File: src/rtl/matvec_scheduler.sv
// matvec_scheduler
//   Runs a batch of up to NUM_JOBS matrix-vector jobs through one shared
//   matvec engine. For every selected job it:
//     - pulses the engine start;
//     - streams the input vector from vector SRAM in BANDWIDTH-word chunks;
//     - exposes the job index so the matrix loader can pick the weight bank;
//     - saturates each Q20.12 engine result to Q4.12 and writes it to the
//       gate result buffer at {job, row}.
//
// Ports
//   clk, rst_n        clock, asynchronous active-low reset
//   cmd_*             batch request (valid/ready, job mask, rows, cols)
//   done              one-cycle pulse at batch end
//   err_timeout       sticky: engine stalled in RUN for TIMEOUT cycles
//   sat_flag          sticky: some written result was clipped
//   mv_*              engine control, vector-load and result interface
//   vec_rd_*          vector SRAM read port (1-cycle read latency)
//   res_wr_*          result buffer write port (combinational from result strobe)
module matvec_scheduler #(
  parameter int MAX_ROWS  = 64,
  parameter int MAX_COLS  = 64,
  parameter int BANDWIDTH = 16,
  parameter int NUM_JOBS  = 4,
  parameter int TIMEOUT   = 4096,
  parameter int DATA_W    = 16,
  localparam int R  = $clog2(MAX_ROWS),
  localparam int C  = $clog2(MAX_COLS),
  localparam int J  = $clog2(NUM_JOBS),
  localparam int TW = $clog2(TIMEOUT + 1)
) (
  input  logic                          clk,
  input  logic                          rst_n,
  input  logic                          cmd_valid,
  output logic                          cmd_ready,
  input  logic [NUM_JOBS-1:0]           cmd_job_mask,
  input  logic [R:0]                    cmd_rows,
  input  logic [C:0]                    cmd_cols,
  output logic                          done,
  output logic                          err_timeout,
  output logic                          sat_flag,
  output logic                          mv_start,
  output logic [R:0]                    mv_num_rows,
  output logic [C:0]                    mv_num_cols,
  output logic [J-1:0]                  mv_job,
  output logic                          mv_vec_we,
  output logic [C-1:0]                  mv_vec_base,
  output logic [DATA_W*BANDWIDTH-1:0]   mv_vec_data,
  input  logic                          mv_busy,
  input  logic signed [31:0]            mv_result,
  input  logic                          mv_result_valid,
  output logic                          vec_rd_en,
  output logic [C-1:0]                  vec_rd_addr,
  input  logic [DATA_W*BANDWIDTH-1:0]   vec_rd_data,
  output logic                          res_wr_en,
  output logic [J+R-1:0]                res_wr_addr,
  output logic [DATA_W-1:0]             res_wr_data
);

  typedef enum logic [5:0] {
    S_IDLE  = 6'b000001,
    S_PICK  = 6'b000010,
    S_START = 6'b000100,
    S_VLOAD = 6'b001000,
    S_RUN   = 6'b010000,
    S_DONE  = 6'b100000
  } state_t;

  localparam logic signed [31:0] SAT_MAX  = (32'sd1 <<< (DATA_W - 1)) - 32'sd1;
  localparam logic signed [31:0] SAT_MIN  = -(32'sd1 <<< (DATA_W - 1));
  localparam logic [C:0]         BW_STEP  = (C + 1)'(BANDWIDTH);
  localparam logic [TW-1:0]      TMO_LAST = TW'(TIMEOUT - 1);

  function automatic logic [DATA_W-1:0] sat_word(input logic signed [31:0] x);
    if (x > SAT_MAX)      return {1'b0, {(DATA_W-1){1'b1}}};
    else if (x < SAT_MIN) return {1'b1, {(DATA_W-1){1'b0}}};
    else                  return x[DATA_W-1:0];
  endfunction

  function automatic logic sat_hit(input logic signed [31:0] x);
    return (x > SAT_MAX) || (x < SAT_MIN);
  endfunction

  state_t              state, state_nx;
  logic [NUM_JOBS-1:0] mask_q;
  logic [R:0]          rows_q;
  logic [C:0]          cols_q;
  logic [J-1:0]        job_q;
  logic [C:0]          rd_addr_q;   // next chunk base to read; one wider so it can pass cols
  logic [R:0]          row_q;
  logic [TW-1:0]       tmo_q;
  logic                err_q;
  logic                sat_q;
  logic                vld_p1;
  logic [C-1:0]        base_p1;

  logic                rd_more;
  logic                row_open;
  logic                wr_fire;
  logic                run_exit;
  logic                tmo_hit;
  logic [J-1:0]        pick_idx;

  assign rd_more  = (rd_addr_q < cols_q);
  assign row_open = (row_q < rows_q);
  assign wr_fire  = (state == S_RUN) && mv_result_valid && row_open;
  assign run_exit = (state == S_RUN) && !row_open && !mv_busy;
  assign tmo_hit  = (state == S_RUN) && !mv_result_valid && (tmo_q == TMO_LAST);

  // Lowest set bit wins, so jobs run in ascending index order.
  always_comb begin
    pick_idx = '0;
    for (int i = NUM_JOBS - 1; i >= 0; i--) begin
      if (mask_q[i]) pick_idx = J'(i);
    end
  end

  always_ff @(posedge clk or negedge rst_n) begin
    if (!rst_n) state <= S_IDLE;
    else        state <= state_nx;
  end

  always_comb begin
    state_nx = state;
    case (state)
      S_IDLE:  if (cmd_valid) state_nx = S_PICK;
      S_PICK:  state_nx = (mask_q == '0) ? S_DONE : S_START;
      S_START: state_nx = S_VLOAD;
      // Leave once the write for the final chunk is on the bus.
      S_VLOAD: if (vld_p1 && !rd_more) state_nx = S_RUN;
      S_RUN: begin
        if (run_exit)     state_nx = S_PICK;
        else if (tmo_hit) state_nx = S_DONE;
      end
      S_DONE:  state_nx = S_IDLE;
      default: state_nx = S_IDLE;
    endcase
  end

  assign cmd_ready = (state == S_IDLE);
  assign done      = (state == S_DONE);
  assign mv_start  = (state == S_START);
  assign vec_rd_en = (state == S_VLOAD) && rd_more;

  always_ff @(posedge clk or negedge rst_n) begin
    if (!rst_n) begin
      mask_q    <= '0;
      rows_q    <= '0;
      cols_q    <= '0;
      job_q     <= '0;
      rd_addr_q <= '0;
      row_q     <= '0;
      tmo_q     <= '0;
      err_q     <= 1'b0;
      sat_q     <= 1'b0;
      vld_p1    <= 1'b0;
      base_p1   <= '0;
    end else begin
      // Stage p1: SRAM data returns one cycle after the read, so the
      // engine write strobe and base address follow the read by one cycle.
      vld_p1  <= vec_rd_en;
      base_p1 <= rd_addr_q[C-1:0];
      case (state)
        S_IDLE: begin
          if (cmd_valid) begin
            mask_q <= cmd_job_mask;
            rows_q <= cmd_rows;
            cols_q <= cmd_cols;
            err_q  <= 1'b0;
            sat_q  <= 1'b0;
          end
        end
        S_PICK: begin
          if (mask_q != '0) begin
            job_q  <= pick_idx;
            mask_q <= mask_q & (mask_q - NUM_JOBS'(1));
          end
        end
        S_START: begin
          rd_addr_q <= '0;
          row_q     <= '0;
          tmo_q     <= '0;
        end
        S_VLOAD: begin
          if (rd_more) rd_addr_q <= rd_addr_q + BW_STEP;
        end
        S_RUN: begin
          if (wr_fire) begin
            row_q <= row_q + (R + 1)'(1);
            if (sat_hit(mv_result)) sat_q <= 1'b1;
          end
          if (mv_result_valid)  tmo_q <= '0;
          else if (!tmo_hit)    tmo_q <= tmo_q + TW'(1);
          // A stalled engine abandons the rest of the batch.
          if (tmo_hit && !run_exit) begin
            err_q  <= 1'b1;
            mask_q <= '0;
          end
        end
        default: ;
      endcase
    end
  end

  assign mv_num_rows = rows_q;
  assign mv_num_cols = cols_q;
  assign mv_job      = job_q;
  assign mv_vec_we   = vld_p1;
  assign mv_vec_base = base_p1;
  assign mv_vec_data = vec_rd_data;
  assign vec_rd_addr = rd_addr_q[C-1:0];
  assign err_timeout = err_q;
  assign sat_flag    = sat_q;

  assign res_wr_en   = wr_fire;
  assign res_wr_addr = {job_q, row_q[R-1:0]};
  assign res_wr_data = wr_fire ? sat_word(mv_result) : '0;

endmodule

File: config.mk
export PLATFORM = sky130hd
export DESIGN_NAME = matvec_scheduler
export DESIGN_NICKNAME = d
export VERILOG_FILES = /design/src/rtl/matvec_scheduler.sv
export SDC_FILE = /design/constraint.sdc
export NUM_CORES = 1
export LEC_CHECK = 0
export BUFFER_PORTS_ARGS = -buffer_cell sky130_fd_sc_hd__buf_2
export CAP_MARGIN = 25
export CELL_PAD_IN_SITES_DETAIL_PLACEMENT = 1
export CELL_PAD_IN_SITES_GLOBAL_PLACEMENT = 1
export CORE_AREA = 2 2 247 249
export DETAILED_ROUTE_END_ITERATION = 7
export DIE_AREA = 0 0 249 251
export GPL_TIMING_DRIVEN = 0
export PLACE_DENSITY_LB_ADDON = 0.15
export SYNTH_ARGS = -nofsm -noshare
export SYNTH_HDL_FRONTEND = slang
export SYNTH_SLANG_ARGS = --single-unit
File: constraint.sdc
create_clock -name clk -period 2.7 [get_ports clk]
set_input_delay 0.27 -clock clk [delete_from_list [all_inputs] [get_ports clk]]
set_output_delay 0.27 -clock clk [all_outputs]
set_load 0.1 [all_outputs]
==> flow_summary.yaml <==
die:
  die_h_um: 251
  dieArea_um2: 62500
  initial_core_util: 0.0860
  pin_count: 627
  std_cell_rows: 90
  chipWidth_um: 249
  core_um2: 59800
cells_and_area:
  fin_area_um2: 8730
  multi_input_area_um2: 1810
  fin_nets: 1313
  area_growth_pct: 69.7
  stdcell_count: 1774
  fill_cells: 7222
  regArea_um2: 1380
  mostFrequentLayoutCells: "344 x buf_2, 282 x buf_4, 37 x nand2_1, 36 x dfrtp_1, 30 x o21ai_0"
  drive_gt1_frac: 0.732
  layout.cells.most_common: "buf_2"
routing:
  routedWlPerCell_um: 13.9
  wirelength_um: 24600
  dr.first_iter.drc_count: 144
  drcViolationCount: 0
  vias: 5341
  drtAntennaViolNets: 0
  vias_per_cell: 3.01
  first_pass_iters: 4
pwr:
  seqPwrFrac: 0.184
  p_per_area_nw_per_um2: 853
  switching_power_mw: 4.78
  pwr-share-comb: 0.706
  power.share.switching: 0.643
  p_leak_nw: 4.40
  peakVddDrop_uv: 360
  p_int_mw: 2.66
  p_clk_frac: 0.110
grt:
  antenna_found_initial: 7
  grt_pass1_vias: 5509
  grt_max_degree: 33
  track_usage: 0.0736
  overflow: 0
  grt_pass1_wl_um: 34900
sta:
  max_freq_ghz: 0.359
  worst_pin_slew_ns: 1.01
  hold_viol_final: 0
  setup_ws_ns: -0.0881
  period_needed_ns: 2.79
  relSlewSlack: 0.317
  final_max_slew_viol_count: 0
  rsz0062_at_grt: "yes"
  fin_crit_sh: 1.03
  fin_skew_ns: 0.0177
  setup_viol: 15
synthesis:
  synth_area_um2: 5140
  synthArstFlopShare: 1.00
  synthesis.yosys.warnings: 0
  ys_ff_latch: 54
  syn_area_per_cell_um2: 8.49
  synth_edf_count: 0
  synth_cell_types: 58
  ys.flop_type: "dfrtp_1"
  yosysSeqAreaShare: 0.263
  synthCells: 606
min_path:
  min_path_type: "primary input to flop"
worst_setup_path:
  cp-start-kind: "flop"
  crit_fanout: 5
  crit_top_cell: "buf_12"
  crit_type: "flop to primary output"
  end_kind: "primary output"
  cp_data_required_time_ns: 2.43
  critical_path.max_stage_delay_ns: 0.48
  arrival_ns: 2.52
  worstPathCellList: "inv_2 > ha_4 > a21oi_2 > o21ai_2 > a2111oi_4 > and2_1 > buf_6 > buf_12 > o21a_4 > buf_12"
  crit_path_top_delay_cell: "dfrtp_4"
clock_tree:
  cts_tree: "built"
  htree_levels: 2
  cts.path.max_buffers: 2
  clk_pin_slew_ns: 0.08
  clock_latency_ns: 0.32
  cts_sinks: 54
  cts_buffers: 5
  cts-root-buf: "clkbuf_16"
run:
  drv_cap: 0
place:
  dp_hpwl_um: 21500
  numPlacedInstances: 1758
  routabilityCongestion: 0.718
  port_buffers: 362
  post-place-ws_ns: -0.474
  dpl_cell_area_um2: 8120
status:
  failed_checks: "negative setup slack"
  status: "finished with violations"
==> kinds of logic (layout without fill, tap and decap cells) <==
family,count (synthesis),in the layout,synth area share
adder cells (fa/ha/maj),12,12,0.0292
buffers and inverters,305,683,0.426
other,1,9,0.000729
multiplexers,9,9,0.0187
XOR/XNOR,1,1,0.00170
AO/OA/AOI/OAI,105,105,0.142
AND/OR/NAND/NOR,119,119,0.119
flip-flops,54,54,0.263
==> flip-flops by register name, summed over array words and instances (netlist names), 2 cells and up <==
name / count
mv_job: 2
state: 6
mask_q: 4
row_q: 7
rd_addr_q: 3
tmo_q: 13
mv_num_rows: 7
mv_vec_base: 2
mv_num_cols: 7
==> final timing paths <==
kind,startpoint,to,slack (ns),cells after the start
hold / removal,cmd_rows[6],mv_num_rows[6],0.16,3
min in group asynchronous,rst_n,tmo_q[11],0.42,2
setup reg to reg,state[5],mask_q[0],0.27,6
hold reg to reg,rd_addr_q[6],rd_addr_q[6],0.49,1
setup / recovery,mv_num_rows[2],res_wr_data[14],-0.09,10
max in group asynchronous,rst_n,state[0],1.67,3
==> Yosys cell counts (2+ instances only) <==
cell type  number  area share
nand4_1        10       0.012
a31oi_1         3      0.0036
buf_2           2      0.0019
nor2_1         23       0.017
o21a_1         19       0.028
nand3_1         9      0.0088
ha_1           12       0.029
clkbuf_1        8      0.0058
a21oi_1        16       0.016
a31o_2          4      0.0068
mux2i_1         4      0.0078
nor2b_1         5      0.0061
a41oi_1         3      0.0051
and2_1          4      0.0049
nand2b_1        2      0.0024
mux2_2          5       0.011
buf_4         276        0.40
nand2_1        38       0.028
o21ai_0        31       0.030
nor3_1          3      0.0029
nor4_1          8      0.0097
inv_1          17       0.012
o311a_1         2      0.0039
o31ai_1         8       0.012
o41ai_1         2      0.0034
o211ai_1        2      0.0029
dfrtp_1        53        0.26
and3_1          5      0.0061
nand3b_1        3      0.0044
==> final cells by class <==
class / count / area share
Multi-Input combinational cell: 254 / 0.207
Clock inverter: 3 / 0.00544
Clock buffer: 5 / 0.0143
Inverter: 17 / 0.00759
Timing Repair Buffer: 371 / 0.250
Antenna cell: 1 / 0.000287
Tap cell: 782 / 0.112
Buffer: 287 / 0.245
Sequential cell: 54 / 0.158
==> timing repair <==
item	4_1_cts	5_1_grt
gates cloned	1	0
setup buffers	6	0
hold buffers	1	0
endpoints found under the hold margin	22	0
endpoints found under the setup margin	19	27
gates resized for setup	88	11
pin swaps	7	5
==> per-layer routing <==
layer,vias to the layer above,global-route usage,share of wire
li1,2532,-,-
met1,2514,0.0789,0.37
met2,263,0.138,0.54
met3,20,0.0268,0.083
met4,12,0.0140,0.0075
met5,-,0,0.0036
==> through the flow <==
step | hold slack [ns] | util | setup TNS (ns) | power [mW]
final | 0.157 | 0.146 | -0.925 | 7.45
after global routing | 0.150 | 0.146 | -2.91 | 7.84
after CTS | 0.137 | 0.146 | -2.34 | 7.55
after detailed placement | 0.252 | 0.136 | -6.06 | 6.51
after global placement | 0.482 | 0.135 | -5.80 | 6.49
after floorplan | -0.0256 | - | -0.180 | 5.53
==> power by group through the flow <==
stage | Sequential (mW) | Combinational (mW) | Clock (mW)
after floorplan | 2.23 | 3.30 | 0
after global placement | 1.37 | 5.12 | 0
after detailed placement | 1.39 | 5.12 | 0
after CTS | 1.38 | 5.30 | 0.876
after global routing | 1.42 | 5.52 | 0.892
final | 1.37 | 5.26 | 0.819
==> worst max-delay path: cells and delay by family, from the launching register on <==
family | cells | cell delay [ns]
AOI/OAI and AO/OA | 4 | 0.76
adders and majority gates | 1 | 0.20
buffers and inverters | 4 | 0.53
DFF | 1 | 0.48
and+or+nand+nor | 1 | 0.21
(Power assumes the default switching activity.)
